$ cat src/rtl/pixel_pkg.sv
// Shared pixel-array definitions: sequencer states and default phase lengths.
package pixel_pkg;

    typedef enum logic [2:0] {
        ST_IDLE,
        ST_ERASE,
        ST_EXPOSE,
        ST_CONVERT,
        ST_READ0,
        ST_READ1
    } state_e;

    localparam int DEF_ERASE   = 5;
    localparam int DEF_EXPOSE  = 255;
    localparam int DEF_CONVERT = 255;
    localparam int DEF_READ    = 5;

    // A zero configuration value selects the built-in default length.
    function automatic logic [7:0] phase_len(input logic [7:0] cfg, input logic [7:0] dflt);
        return (cfg == 8'd0) ? dflt : cfg;
    endfunction

endpackage

$ cat src/rtl/phase_timer.sv
// Single 8-bit phase down-counter; reloaded on every state entry, expires at zero.
module phase_timer
    import pixel_pkg::*;
(
    input  logic       clk,
    input  logic       rst_n,
    input  logic       load_i,
    input  logic [7:0] cfg_i,
    input  logic [7:0] dflt_i,
    output logic       expired_o
);

    logic [7:0] cnt_q, cnt_d;

    // Loading N-1 makes the phase last exactly N cycles including the zero cycle.
    always_comb begin
        cnt_d = cnt_q;
        if (load_i)
            cnt_d = phase_len(cfg_i, dflt_i) - 8'd1;
        else if (cnt_q != 8'd0)
            cnt_d = cnt_q - 8'd1;
    end

    always_ff @(posedge clk or negedge rst_n) begin
        if (!rst_n) cnt_q <= 8'd0;
        else        cnt_q <= cnt_d;
    end

    assign expired_o = (cnt_q == 8'd0);

endmodule

$ cat src/rtl/pixel_sequencer.sv
// Pixel-array frame sequencer: erase/expose/convert/read0/read1 with ADC ramp and frame count.
module pixel_sequencer
    import pixel_pkg::*;
#(
    parameter int C_ERASE   = DEF_ERASE,
    parameter int C_EXPOSE  = DEF_EXPOSE,
    parameter int C_CONVERT = DEF_CONVERT,
    parameter int C_READ    = DEF_READ
) (
    input  logic        clk,
    input  logic        reset,
    input  logic        start,
    input  logic        abort,
    input  logic        cont_mode,
    input  logic [7:0]  cfg_expose,
    input  logic [7:0]  cfg_convert,
    input  logic        rd_ready,
    output logic        erase,
    output logic        expose,
    output logic        convert,
    output logic        read0,
    output logic        read1,
    output logic [7:0]  adc_count,
    output logic        busy,
    output logic        done,
    output logic [15:0] frame_cnt
);

    state_e      state_q, state_d;
    logic        cont_q, cont_d;
    logic [7:0]  cfg_exp_q, cfg_exp_d;
    logic [7:0]  cfg_conv_q, cfg_conv_d;
    logic [7:0]  adc_q, adc_d;
    logic [15:0] frame_q, frame_d;
    logic        done_q, done_d;
    logic        erase_q, expose_q, convert_q, read0_q, read1_q;
    logic        tm_load, tm_expired;
    logic [7:0]  tm_cfg, tm_dflt;

    always_comb begin
        state_d    = state_q;
        cont_d     = cont_q;
        cfg_exp_d  = cfg_exp_q;
        cfg_conv_d = cfg_conv_q;
        frame_d    = frame_q;
        done_d     = 1'b0;
        case (state_q)
            ST_IDLE: begin
                if (start && !abort) begin
                    state_d    = ST_ERASE;
                    cont_d     = cont_mode;
                    cfg_exp_d  = cfg_expose;
                    cfg_conv_d = cfg_convert;
                end
            end
            default: begin
                // Abort wins over any expiry in the same cycle.
                if (abort) begin
                    state_d = ST_IDLE;
                end else if (tm_expired) begin
                    case (state_q)
                        ST_ERASE:   state_d = ST_EXPOSE;
                        ST_EXPOSE:  state_d = ST_CONVERT;
                        ST_CONVERT: state_d = ST_READ0;
                        ST_READ0:   if (rd_ready) state_d = ST_READ1;
                        ST_READ1: begin
                            if (rd_ready) begin
                                frame_d = frame_q + 16'd1;
                                if (cont_q) begin
                                    state_d = ST_ERASE;
                                end else begin
                                    state_d = ST_IDLE;
                                    done_d  = 1'b1;
                                end
                            end
                        end
                        default: state_d = ST_IDLE;
                    endcase
                end
            end
        endcase
    end

    always_comb begin
        adc_d = adc_q;
        if (state_q == ST_CONVERT)
            adc_d = adc_q + 8'd1;
        if (state_d == ST_CONVERT && state_q != ST_CONVERT)
            adc_d = 8'd0;
    end

    // Timer length is selected by the state being entered.
    always_comb begin
        tm_load = (state_d != state_q);
        tm_cfg  = 8'd0;
        tm_dflt = 8'(C_READ);
        case (state_d)
            ST_ERASE:   tm_dflt = 8'(C_ERASE);
            ST_EXPOSE: begin
                tm_cfg  = cfg_exp_q;
                tm_dflt = 8'(C_EXPOSE);
            end
            ST_CONVERT: begin
                tm_cfg  = cfg_conv_q;
                tm_dflt = 8'(C_CONVERT);
            end
            default: ;
        endcase
    end

    phase_timer u_timer (
        .clk       (clk),
        .rst_n     (reset),
        .load_i    (tm_load),
        .cfg_i     (tm_cfg),
        .dflt_i    (tm_dflt),
        .expired_o (tm_expired)
    );

    always_ff @(posedge clk or negedge reset) begin
        if (!reset) begin
            state_q    <= ST_IDLE;
            cont_q     <= 1'b0;
            cfg_exp_q  <= 8'd0;
            cfg_conv_q <= 8'd0;
            adc_q      <= 8'd0;
            frame_q    <= 16'd0;
            done_q     <= 1'b0;
            erase_q    <= 1'b0;
            expose_q   <= 1'b0;
            convert_q  <= 1'b0;
            read0_q    <= 1'b0;
            read1_q    <= 1'b0;
        end else begin
            state_q    <= state_d;
            cont_q     <= cont_d;
            cfg_exp_q  <= cfg_exp_d;
            cfg_conv_q <= cfg_conv_d;
            adc_q      <= adc_d;
            frame_q    <= frame_d;
            done_q     <= done_d;
            erase_q    <= (state_d == ST_ERASE);
            expose_q   <= (state_d == ST_EXPOSE);
            convert_q  <= (state_d == ST_CONVERT);
            read0_q    <= (state_d == ST_READ0);
            read1_q    <= (state_d == ST_READ1);
        end
    end

    assign erase     = erase_q;
    assign expose    = expose_q;
    assign convert   = convert_q;
    assign read0     = read0_q;
    assign read1     = read1_q;
    assign adc_count = adc_q;
    assign busy      = (state_q != ST_IDLE);
    assign done      = done_q;
    assign frame_cnt = frame_q;

endmodule
$ cat config.mk
export PLATFORM = sky130hd
export DESIGN_NAME = pixel_sequencer
export DESIGN_NICKNAME = d
export VERILOG_FILES = /design/src/rtl/pixel_pkg.sv /design/src/rtl/phase_timer.sv /design/src/rtl/pixel_sequencer.sv
export SDC_FILE = /design/constraint.sdc
export NUM_CORES = 1
export LEC_CHECK = 0
export ABC_AREA = 1
export CAP_MARGIN = 20
export CORE_MARGIN = 4
export CORE_UTILIZATION = 34
export CTS_CLUSTER_DIAMETER = 200
export DETAILED_ROUTE_END_ITERATION = 6
export SETUP_SLACK_MARGIN = 0.15
export SYNTH_ARGS = -nofsm -noshare
export SYNTH_HDL_FRONTEND = slang
export SYNTH_SLANG_ARGS = --single-unit
$ cat constraint.sdc
create_clock -name clk -period 2.9 [get_ports clk]
set_input_delay 0.87 -clock clk [delete_from_list [all_inputs] [get_ports clk]]
set_output_delay 0.87 -clock clk [all_outputs]
set_load 0.03 [all_outputs]
; Word level (Yosys, flattened, before mapping)
; Index checks and enable logic that the tools add are counted.
[word_totals]
wordCells = 65
out_inout_bits = 31
register_bits = 58
inputBits = 22
[op_classes]
bitwise_logic = 2
mux = 21
eq_ne = 12
add_sub_neg = 4
n_reduce_logical = 13
[ops]
columns = op, count
row1 = 2-to-1 mux 8 bit, 6
row2 = 2-to-1 mux 3 bit, 6
row3 = adder 16 x 1 -> 16 bit (second input constant), 1
row4 = logical NOT 8 bit, 2
row5 = one-hot mux 8 bit (2 select lines), 1
row6 = subtractor 8 x 1 -> 8 bit (second input constant), 2
row7 = one-hot mux 3 bit (5 select lines), 1
row8 = == test 3 x 2 -> 1 bit (second input constant), 4
row9 = == test 3 bit (second input constant), 4
row10 = adder 8 x 1 -> 8 bit (second input constant), 1
row11 = nonzero test 8 bit, 1
row12 = 2-to-1 mux 1 bit, 7
row13 = == test 3 x 1 -> 1 bit (second input constant), 2
row14 = AND reduction 5 bit, 1
row15 = nonzero test 2 bit, 2
row16 = logical NOT 3 bit, 1
row17 = inequality test 3 x 2 -> 1 bit (second input constant), 1
row18 = inequality test 3 bit, 1
row19 = nonzero test 3 bit, 1
row20 = logical AND 1 bit, 2
row21 = inverter 1 bit, 2
row22 = AND reduction 2 bit, 1
row23 = OR reduction 2 bit, 1
row24 = logical NOT 1 bit, 1

; Longest topological paths before layout
[depth]
word_depth = 12
depth_mapped = 24
ltp_nobuf = 24

; Cells and area by module
; A second synthesis with hierarchy kept.
[unflattened]
cells_unflattened = 393
hier_area_um2 = 3256.9
[by_module_without_submodules]
columns = module, seq_area_each_um2, area_per_inst_um2, instances, cells_per_inst
row1 = pixel_sequencer, 1251.2, 2578.7, 1, 289
row2 = phase_timer, 200.2, 678.2, 1, 104

; Worst setup path before layout
; OpenSTA, ideal clock, no wires.
[synth_path]
path_type = input to register
from = in abort
to = reg u_timer.cnt_q[1]
arrival_time_ns = 2.775
cell_stages = 16
n_path_buf = 1
required_time_ns = 2.837
setup_slack_ns = 0.062
path_cell_list = inv_1 nand3_4 nand2_2 buf_12 nor2_8 nand2_2 nand2_1 nor2_2 nand2_2 nor2_4 nand2_4 a21oi_4 inv_1 ha_1 or2_2 inv_1
[synth_between]
elab_chain_len = 10
elab_cells_between_ends = 16
[synth_lines]
columns = item, line_no
row1 = "start, declared", pixel_sequencer.sv:13  ; input logic abort,
row2 = logical NOT 1 bit, pixel_sequencer.sv:49  ; if (start && !abort) begin
row3 = logical AND 1 bit, pixel_sequencer.sv:49
row4 = 2-to-1 mux 3 bit, pixel_sequencer.sv:49
row5 = 2-to-1 mux 3 bit *, pixel_sequencer.sv:47  ; case (state_q)
row6 = net state_d[0], pixel_sequencer.sv:29  ; state_e state_q, state_d;
row7 = == test 3 x 2 -> 1 bit, pixel_sequencer.sv:97  ; case (state_d)
row8 = one-hot mux 8 bit (2 select lines) / OR reduction 2 bit (equally long branches), -
row9 = logical NOT 8 bit / 2-to-1 mux 8 bit (equally long branches), "pixel_pkg.sv:20, pixel_sequencer.sv:97"
row10 = 2-to-1 mux 8 bit, pixel_pkg.sv:20  ; return (cfg == 8'd0) ? dflt : cfg;
row11 = subtractor 8 x 1 -> 8 bit, phase_timer.sv:19  ; cnt_d = phase_len(cfg_i, dflt_i) - 8'd1;
row12 = 2-to-1 mux 8 bit, phase_timer.sv:18  ; if (load_i)
row13 = "end signal, assigned", phase_timer.sv:26  ; else cnt_q <= cnt_d;
row14 = "end, declared", phase_timer.sv:13  ; logic [7:0] cnt_q, cnt_d;
; Mark *: on every way through the listed nets, which the timed path passes. The rest lies on a longest branch.
; A chain may end at the register's enable or synchronous reset.

; Final worst setup path
[layout_path]
from = in abort
to = reg u_timer.cnt_q[6]
; Same word-level chain as after synthesis.

==> run summary <==
=====================================================================================
Total routing usage reported by global routing .........................        13.9%
Worst ir drop on vdd ...................................................     0.409 mV
Critical path arrival ..................................................      2.90 ns
ANT nets after route ...................................................            0
Core region area .......................................................   8890 sq um
Half-perimeter wire length after detailed placement .................... 5180 microns
Die Wd .................................................................  104 microns
Initial detailed-routing violation count ...............................           66
Fraction of the yosys area taken by sequential cells ...................        46.0%
Net count reported at finish ...........................................          513
Maximum fanout encountered on the critical timing path .................            8
Maximum Capacitance Violations .........................................            0
Final worst path period need ...........................................      2.67 ns
DIE AREA ...............................................................  10900 sq um
Crit end category ......................................................    flip-flop
Worst clock skew .......................................................   0.00813 ns
Net count after synthesis ..............................................          403
Starting utilization of the core area ..................................        35.5%
Max-slew violation total from the final report .........................            0
Cell Area, Synth .......................................................   3150 sq um
Initial DRT Pass Iterations ............................................            4
DRC ....................................................................            0
Share of cells above drive strength 1 ..................................        31.8%
DR vias ................................................................         2721
CTS tree ...............................................................          yes
Count of distinct cell types in the synthesized netlist ................           35
Floorplan die height ...................................................  104 microns
Worst Hold Path Cells ..................................................            1
Synthesized area per cell ..............................................   8.34 sq um
FF-to-FF setup slack ...................................................      0.24 ns
Number of antenna violations at the first check in global routing ......            0
P&R area growth vs syn .................................................        43.6%
I/O pin count ..........................................................           53
RSZ-0062 raised after global routing ...................................          yes
Via density per instance ...............................................         4.54
Cell with the most instances on the worst path ......................... sky130_fd_sc_hd__nand2_2
Number of H-tree levels ................................................            3
Total power ............................................................    0.00314 W
Number of global-route vias before repair ..............................         2739
Max stage delay cell, worst path ....................................... sky130_fd_sc_hd__nor2_8
Input/output buffers ...................................................           52
Clock transition at the registers of the reported paths ................      0.06 ns
Hold Fails Final Rpt ...................................................            0
Static leakage power ...................................................      2.29 nW
Routability-driven placement congestion ratio ..........................        0.897
Worst path max stage delay .............................................      0.20 ns
Beginning of the worst hold path ....................................... cont_q$_DFFE_PN0P_
Area used by multi-input combinational logic ...........................   1690 sq um
Worst path required time ...............................................      3.13 ns
Run status .............................................................    completed
Inst Count DP ..........................................................          569
Min-delay worst type ................................................... flip-flop to flip-flop
Clock Path Buffers .....................................................            2
Worst reg2reg path startpoint .......................................... u_timer.cnt_q[2]$_DFFE_PN0P_
Filler Cells Inserted ..................................................          843
Total detailed-routing wirelength ...................................... 7310 microns
Post-synthesis instance total ..........................................          378
Most frequent standard cell in the layout excluding fill and tap cells . sky130_fd_sc_hd__nand2_1
Pin count of the biggest net entering global routing ...................           35
Clock Root Buffer ...................................................... sky130_fd_sc_hd__clkbuf_8
Destination of the worst hold path ..................................... done$_DFF_PN0_
Worst hold margin ......................................................     0.430 ns
Category of the worst setup path launch point .......................... primary input
CTS Hold Bufs ..........................................................            0
Aggregate global routing overflow ......................................            0
Commonest cells after routing, fill and taps aside ..................... 87 x sky130_fd_sc_hd__nand2_1, 56 x sky130_fd_sc_hd__dfrtp_1, 47 x sky130_fd_sc_hd__clkdlybuf4s50_1, 45 x sky130_fd_sc_hd__buf_4, 34 x sky130_fd_sc_hd__nor2_1
Count of final setup violators .........................................            0
Mean routed wirelength per cell ........................................ 12.2 microns
Power density of the placed cells ......................................  693 nW/um^2
Antenna diode instance count ...........................................            0
Critical path cell sequence ............................................ buf_2 > buf_6 > nor2_8 > nand2_4 > nor2_4 > nand2_4 > nor2_8 > nand2_2 > nand2_2 > nor2_2 > nand2_2 > nor2_4 > buf_6 > o21ai_4 > ha_4 > nand2_1 > nor2_1 > nand3_1 > nand2_1 > nor2_1
Number of sinks on the clock net .......................................           58
Count of cells along the worst register-to-register path ...............           22
Max Fclk ...............................................................      375 MHz
First-pass GRT wire length ............................................. 12300 microns
Number of buffers created by CTS .......................................            9
Reg2Reg Capture Point .................................................. u_timer.cnt_q[6]$_DFFE_PN0P_
Yosys reg bits .........................................................           58
Share of the clock period used by the worst path after layout ..........        92.0%
Final Non-Filler Cells .................................................          599
Insertion delay of the later-clocked pin in the worst-skew pair ........      0.34 ns
Worst slew pin tran ....................................................     0.624 ns
Worst setup path category .............................................. primary input to flip-flop
Worst rel slew slack ...................................................        58.4%
Yosys warning count ....................................................            0
Row count ..............................................................           34
Final core utilization .................................................        50.9%
Storage element area ...................................................   1450 sq um
=====================================================================================
[report_power, final]
part	switching (W)	internal [W]	leakage, nW
clock	0.000308	0.000383	0.0918
sequential	0.000126	0.000980	0.697
combinational	0.000766	0.000574	1.50
[cell usage after synthesis, drive strengths merged]
cell type | count | area share [%]
ha | 3 | 1.2
clkbuf | 1 | 0.12
xor2 | 13 | 3.6
nand4 | 7 | 1.4
o21ba | 1 | 0.32
o22ai | 1 | 0.20
nand3 | 31 | 6.0
buf | 4 | 1.5
inv | 39 | 4.6
xnor2 | 4 | 1.1
nor2 | 56 | 10
nand3b | 1 | 0.24
nand2 | 123 | 16
nor3 | 7 | 1.1
o21ai | 14 | 2.6
a31oi | 1 | 0.20
a21oi | 8 | 1.7
or2 | 6 | 1.3
dfrtp | 58 | 46
[repair_timing]
item,in CTS,in global routing
setup endpoints to repair,10,11
resized for setup,22,30
pin swaps,13,28
buffers inserted,8,6
cloned,2,0
[stage by stage]
stage,setup WS [ns],instance area (sq um),setup TNS (ns)
global placement,-0.610,4070,-4.93
finish,0.231,4530,0
detailed placement,-0.659,4070,-5.34
global route,0.0312,4530,0
CTS,0.151,4390,0
floorplan,0.0935,3190,0
[how the worst max path moves through the flow]
stage | end | from | depth (start not counted) | slack (ns)
finish | u_timer.cnt_q[6]$_DFFE_PN0P_ | abort | 20 | 0.23
global route | u_timer.cnt_q[6]$_DFFE_PN0P_ | u_timer.cnt_q[5]$_DFFE_PN0P_ | 23 | 0.03
CTS | u_timer.cnt_q[4]$_DFFE_PN0P_ | abort | 19 | 0.15
detailed placement | u_timer.cnt_q[4]$_DFFE_PN0P_ | rd_ready | 21 | -0.66
global placement | u_timer.cnt_q[4]$_DFFE_PN0P_ | rd_ready | 19 | -0.61
floorplan | u_timer.cnt_q[6]$_DFFE_PN0P_ | rd_ready | 23 | 0.09
[final cells by class]
cell class | count | area share, %
Sequential cell | 58 | 32.1
Timing Repair Buffer | 102 | 20.5
Multi-Input combinational cell | 278 | 37.3
Clock buffer | 10 | 2.82
Tap cell | 108 | 2.98
Clock inverter | 4 | 0.995
Inverter | 39 | 3.32
[routing by layer]
layer	up-vias	global-route usage (%)	part of all wire [%]
met5	-	0	0
met4	0	5.13	1.7
met3	13	4.16	4.4
met2	56	22.5	48
met1	1242	17.5	46
li1	1410	-	-
[registers in the layout, summed over array words and instances (netlist names)]
name,cells
frame_cnt,16
cont_q,1
u_timer.cnt_q,8
read0,1
cfg_conv_q,8
expose,1
cfg_exp_q,8
adc_count,8
state_q,3
read1,1
done,1
erase,1
convert,1
[critical path, delay by kind of cell]
| family | cells | cell delay [ns] |
|---|---|---|
| buffers and inverters | 3 | 0.35 |
| AND/OR/NAND/NOR | 15 | 1.34 |
| AO/OA/AOI/OAI | 1 | 0.16 |
| adder cells (fa/ha/maj) | 1 | 0.15 |
[kinds of logic after synthesis]
| group | Yosys count | share of synthesized area, % |
|---|---|---|
| and+or+nand+nor | 231 | 36.8 |
| DFF | 58 | 46.0 |
| buffers and inverters | 44 | 6.23 |
| AOI/OAI and AO/OA | 25 | 5.04 |
| xor gates and xnor gates | 17 | 4.72 |
| adders and majority gates | 3 | 1.19 |
Power figures use the tool's default switching activity.
